==> config.mk <==
export PLATFORM = sky130hd
export DESIGN_NAME = ram_dp_be
export DESIGN_NICKNAME = d
export VERILOG_FILES = /design/src/rtl/ram_pkg.sv /design/src/rtl/ram_init_sweep.sv /design/src/rtl/ram_dp_be.sv
export SDC_FILE = /design/constraint.sdc
export NUM_CORES = 2
export LEC_CHECK = 0
export ABC_AREA = 1
export CAP_MARGIN = 5
export CORE_MARGIN = 2
export CORE_UTILIZATION = 40
export DETAILED_ROUTE_END_ITERATION = 7
export GPL_TIMING_DRIVEN = 0
export PLACE_DENSITY_LB_ADDON = 0.1
export REMOVE_ABC_BUFFERS = 1
export SYNTH_ARGS = -nofsm -noshare
export SYNTH_HDL_FRONTEND = slang
export SYNTH_SLANG_ARGS = --single-unit
export TNS_END_PERCENT = 10
==> constraint.sdc <==
create_clock -name clk -period 6.8 [get_ports clk]
set_input_delay 1.36 -clock clk [delete_from_list [all_inputs] [get_ports clk]]
set_output_delay 1.36 -clock clk [all_outputs]
set_load 0.02 [all_outputs]
==> src/rtl/ram_pkg.sv <==
// Shared definitions for the on-chip RAM family: read-during-write modes,
// sweep FSM states and a generic byte-merge helper.
package ram_pkg;

  localparam int RDW_OLD = 0;
  localparam int RDW_NEW = 1;

  // Widest word the merge helper handles; callers zero-extend and truncate.
  localparam int MERGE_W = 512;

  typedef enum logic {
    ST_INIT  = 1'b0,
    ST_READY = 1'b1
  } state_t;

  function automatic logic [MERGE_W-1:0] byte_merge(
    input logic [MERGE_W-1:0]   old_word,
    input logic [MERGE_W-1:0]   new_word,
    input logic [MERGE_W/8-1:0] be
  );
    logic [MERGE_W-1:0] res;
    res = old_word;
    for (int i = 0; i < MERGE_W/8; i++) begin
      if (be[i]) res[8*i +: 8] = new_word[8*i +: 8];
    end
    return res;
  endfunction

endpackage

==> src/rtl/ram_init_sweep.sv <==
// Clear-sweep engine: walks every address once after reset or on request,
// holding the user ports off via busy while it runs.
module ram_init_sweep
  import ram_pkg::*;
#(
  parameter int ADDR_WIDTH = 7
) (
  input  logic                  clk,
  input  logic                  rst_n,
  input  logic                  init_req,
  output logic                  busy,
  output logic                  sweep_we,
  output logic [ADDR_WIDTH-1:0] sweep_addr
);

  state_t                state;
  logic [ADDR_WIDTH-1:0] cnt;

  // The counter stops being used once the last address is written, so the
  // wrap back to zero on the final increment never triggers a second pass.
  always_ff @(posedge clk) begin
    if (!rst_n) begin
      state <= ST_INIT;
      cnt   <= '0;
      busy  <= 1'b1;
    end else begin
      case (state)
        ST_INIT: begin
          cnt <= cnt + 1'b1;
          if (cnt == '1) begin
            state <= ST_READY;
            busy  <= 1'b0;
          end
        end
        ST_READY: begin
          if (init_req) begin
            state <= ST_INIT;
            cnt   <= '0;
            busy  <= 1'b1;
          end
        end
      endcase
    end
  end

  assign sweep_we   = busy;
  assign sweep_addr = cnt;

endmodule

==> src/rtl/ram_dp_be.sv <==
// Simple-dual-port RAM with byte-enable writes, registered reads, selectable
// read-during-write behaviour and a self-clearing sweep after reset.
module ram_dp_be
  import ram_pkg::*;
#(
  parameter int                  DATA_WIDTH = 32,
  parameter int                  ADDR_WIDTH = 7,
  parameter int                  RDW_MODE   = 0,
  parameter logic [DATA_WIDTH-1:0] INIT_VALUE = '0
) (
  input  logic                    clk,
  input  logic                    rst_n,
  input  logic                    init_req,
  output logic                    busy,
  input  logic                    wr_en,
  input  logic [ADDR_WIDTH-1:0]   wr_addr,
  input  logic [DATA_WIDTH-1:0]   wr_data,
  input  logic [DATA_WIDTH/8-1:0] wr_be,
  input  logic                    rd_en,
  input  logic [ADDR_WIDTH-1:0]   rd_addr,
  output logic [DATA_WIDTH-1:0]   rd_data,
  output logic                    rd_valid
);

  localparam int DEPTH       = 2**ADDR_WIDTH;
  localparam bit WRITE_FIRST = (RDW_MODE == RDW_NEW);

  logic [DATA_WIDTH-1:0] mem [DEPTH];
  logic                  sweep_we;
  logic [ADDR_WIDTH-1:0] sweep_addr;
  logic [DATA_WIDTH-1:0] wr_merged;
  logic [DATA_WIDTH-1:0] rd_word;
  logic                  rd_fire;

  ram_init_sweep #(
    .ADDR_WIDTH (ADDR_WIDTH)
  ) u_sweep (
    .clk        (clk),
    .rst_n      (rst_n),
    .init_req   (init_req),
    .busy       (busy),
    .sweep_we   (sweep_we),
    .sweep_addr (sweep_addr)
  );

  assign wr_merged = DATA_WIDTH'(byte_merge(MERGE_W'(mem[wr_addr]),
                                            MERGE_W'(wr_data),
                                            (MERGE_W/8)'(wr_be)));

  // Sweep owns the write port while busy; user writes are dropped then.
  always_ff @(posedge clk) begin
    if (sweep_we) begin
      mem[sweep_addr] <= INIT_VALUE;
    end else if (wr_en) begin
      mem[wr_addr] <= wr_merged;
    end
  end

  // Write-first forwards the merged word; read-first sees the array as it
  // stood before this edge's write.
  assign rd_word = (WRITE_FIRST && wr_en && (wr_addr == rd_addr)) ? wr_merged
                                                                  : mem[rd_addr];
  assign rd_fire = rd_en && !busy;

  // Read register stage
  always_ff @(posedge clk) begin
    if (!rst_n) begin
      rd_data  <= '0;
      rd_valid <= 1'b0;
    end else begin
      rd_valid <= rd_fire;
      if (rd_fire) rd_data <= rd_word;
    end
  end

endmodule

==> results.cfg <==
[floorplanning]
initial_core_util = 0.402
die-height_um = 651
die_area_um2 = 423000
site_rows = 237
placeableCoreArea_um2 = 416000
die_width_um = 651
design.portCount = 89

[yosys]
yosys_warnings = 0
avgSynthCellArea_um2 = 11.8
synth_seq_cells = 4138
number_of_standard_cells_after_synthesis = 14226
number_of_distinct_library_cells_after_synthesis = 25
post_synth_instance_area_um2 = 167000
yosysSeqAreaShare = 0.741

[clocking]
clk-insertion-delay-late_ns = 1.03
clock_sinks = 4138
clock_tree.buffer_depth = 4
cts_buffers = 443
ctsHoldBuffers = 0
clockRootBuffer = sky130_fd_sc_hd__clkbuf_16
worst_setup_hold_path_clk_slew_ns = 0.06
tritoncts = done
htree_num_levels = 5
postcts_setup_bufs = 0

[place]
gpl.final_weighted_congestion = 0.838
placement.setup.worst_slack_ns = -1.17
io_buffers = 88
hpwl_um = 339000

[setup_path]
critical_path.most_common_cell = sky130_fd_sc_hd__buf_16
crit_path_max_incr_delay_ns = 0.46
crit_path_cell_trace = buf_16 > buf_16 > buf_16 > buf_16 > inv_8 > buf_16 > buf_16 > buf_16 > nand2_1 > nand3_1 > nand3_1 > nand3_1 > nand3_1 > nand3_1 > nand3_1 > nand3_2 > nand2_1 > inv_1
path_max_fanout = 166
setup.worst_path.class = input pin to flop
reg2reg_setup_slack_ns = 1.70
cpMaxStageDelayCell = sky130_fd_sc_hd__buf_16
worst-endpoint-arrival_ns = 7.71
timing.critical_path.max_delay_family = buffers and inverters
critical_path_buf_inv_count = 9
timing.critical_path.from_type = input pin
crit_required_ns = 7.69
timing.critical_path.to_type = flop

[final_layout]
mostFrequentLayoutCells = sky130_fd_sc_hd__nand2_1 (4275), sky130_fd_sc_hd__edfxtp_1 (4096), sky130_fd_sc_hd__nand3_1 (4064), sky130_fd_sc_hd__nor2_1 (584), sky130_fd_sc_hd__clkbuf_16 (448)
flow.area_growth_from_synthesis_pct = 13.7
most_common_cell_after_layout_fill_and_taps_aside = sky130_fd_sc_hd__nand2_1
layout_cell_share_with_drive_strength_beyond_1 = 0.0618
layout.core_utilization = 0.457
fillerInstances = 37535
finalNetCount = 14044

[timing]
layout_min_cycle_time_ns = 6.82
headroom_to_the_max_slew_limit = 0.0818
fin_skew_ns = 0.0495
grt_setup_unrepaired = yes
finalMaxSlewViolations = 0
min_period_over_period = 1.00
max_freq_mhz = 147
post-route-worst-setup-slack_ns = -0.0208
finalHoldViolations = 0
setup_viol_count_final = 1
tns_ns = -0.0208
tightest_slew_ns = 1.37

[run_status]
outcome = finished, violations left
failed_checks = design-rule violations, negative setup slack

[drt]
drt_pass1_iterations = 8
route.vias.total = 109487
finalWirelength_um = 541000
drc = 4
antenna_left = 0
drt_iter0_markers = 11356
route.detailed.wl_per_inst_um = 27.2
viasPerCell = 5.50

[worst_hold_path]
holdCritPathClass = flop to flop

[power_and_ir_drop]
power_report.internal_total_uw = 41400
pwr-share-clk = 0.432
total_leakage_power_uw = 0.0682
power.switching_fraction = 0.225
seqPwrFrac = 0.519
peakVddDrop_mv = 0.220
totalPowerFinal_uw = 53400
power.net_switching_uw = 12000
p_per_area_nw_per_um2 = 281
pwr-share-comb = 0.050

[global_routing]
gr-usage-all-layers = 0.250
grt_antenna_before_repair = 39
grt_max_degree = 205
grt_pass1_vias = 103613
grt_pass1_wl_um = 766000
overall_overflow_remaining_after_global_route = 0

[run]
drv_cap = 0
## cell usage after synthesis
cell                       count  area, um2
sky130_fd_sc_hd__clkbuf_1    656       2460
sky130_fd_sc_hd__nor2_4       12        135
sky130_fd_sc_hd__dfxtp_1      42        841
sky130_fd_sc_hd__ha_1          1       12.5
sky130_fd_sc_hd__o21ai_0       4       20.0
sky130_fd_sc_hd__inv_1        77        289
sky130_fd_sc_hd__o21ai_1       3       15.0
sky130_fd_sc_hd__nor2_1      616       2310
sky130_fd_sc_hd__nand2_2       6       37.5
sky130_fd_sc_hd__inv_2        13       48.8
sky130_fd_sc_hd__nor4_1        1       6.26
sky130_fd_sc_hd__edfxtp_1   4096     123000
sky130_fd_sc_hd__buf_1       183        687
sky130_fd_sc_hd__o21ai_2       6       52.6
sky130_fd_sc_hd__nor2_2       11       68.8
sky130_fd_sc_hd__nand2_1    4275      16000
sky130_fd_sc_hd__or2_0         4       25.0
sky130_fd_sc_hd__nor3_1        1       5.00
sky130_fd_sc_hd__buf_4         7       52.6
sky130_fd_sc_hd__and2_1        1       6.26
sky130_fd_sc_hd__a21oi_1      11       55.1
sky130_fd_sc_hd__buf_2       131        656
sky130_fd_sc_hd__a211oi_1      2       15.0
sky130_fd_sc_hd__or2_1         1       6.26
sky130_fd_sc_hd__nand3_1    4066      20300
## state kept, by name, summed over array words and instances, names as in the netlist
| signal | flops |
|---|---|
| mem | 4096 |
| rd_data | 32 |
| rd_valid | 1 |
| u_sweep.sweep_addr | 7 |
| u_sweep.state | 1 |
| u_sweep.busy | 1 |
## power groups by stage
stage | Combinational, uW | Sequential (uW) | Clock, uW
2_1_floorplan | 1850 | 28200 | 0
6_report | 2650 | 27700 | 23000
3_3_place_gp | 5160 | 28200 | 0
5_1_grt | 2860 | 27700 | 24400
4_1_cts | 2630 | 27700 | 23400
3_5_place_dp | 2620 | 28200 | 0
## cells by family (layout without fill, tap and decap cells)
| family | after synthesis | after routing | share of synthesized area |
|---|---|---|---|
| fa+ha+maj | 1 | 1 | 0.0000748 |
| buf+inv | 1067 | 1192 | 0.0251 |
| simple gates | 8994 | 8994 | 0.233 |
| other cells | 0 | 51 | 0 |
| flops | 4138 | 4138 | 0.741 |
| compound gates | 26 | 26 | 0.000943 |
## routing by layer
metal | vias to the layer above | share of wire | GRT usage
li1 | 50058 | - | -
met1 | 54673 | 0.40 | 0.321
met2 | 3763 | 0.47 | 0.402
met3 | 963 | 0.070 | 0.0485
met4 | 30 | 0.060 | 0.131
met5 | - | 0.00038 | 0
## per-stage QoR
stage               cells  hold WS [ns]  cell area (um2)
floorplan           13249         0.473           163000
global placement    18834         0.502           171000
detailed placement  19039         0.504           176000
CTS                 19848         0.539           190000
global route        19857         0.557           190000
finish              19899         0.537           190000
## worst paths after layout
| check | end | cells after the start | from |
|---|---|---|---|
| hold reg to reg | u_sweep.sweep_addr[1] | 2 | u_sweep.sweep_addr[1] |
| hold / removal | u_sweep.sweep_addr[1] | 2 | u_sweep.sweep_addr[1] |
| setup reg to reg | mem[5][5] | 9 | u_sweep.busy |
| setup / recovery | rd_data[16] | 18 | rd_addr[0] |
## repair_timing
item	4_1_cts	5_1_grt
cloned	1	0
endpoints found under the setup margin	1	3
pin swaps	0	0
resized for setup	0	2
## worst reg2reg max path, stage by stage (launching register included)
cell                      delay [ns]
sky130_fd_sc_hd__dfxtp_1        0.65
sky130_fd_sc_hd__nor2_1         0.14
sky130_fd_sc_hd__o21ai_1        0.12
sky130_fd_sc_hd__and2_4         0.33
sky130_fd_sc_hd__inv_2          0.16
sky130_fd_sc_hd__o21ai_2        0.52
sky130_fd_sc_hd__inv_2          0.23
sky130_fd_sc_hd__nor2_4         0.49
sky130_fd_sc_hd__nand2_1        0.97
sky130_fd_sc_hd__nor2_1         1.08
## cell type report
cell class	instances	area, um2	share of cell area
Clock inverter	234	1950	0.0102
Multi-Input combinational cell	9021	39500	0.208
Tap cell	5497	6880	0.0362
Antenna cell	51	128	0.000671
Inverter	90	380	0.00200
Clock buffer	574	11700	0.0617
Timing Repair Buffer	294	5790	0.0304
Sequential cell	4138	124000	0.651
Power figures use the tool's default switching activity.
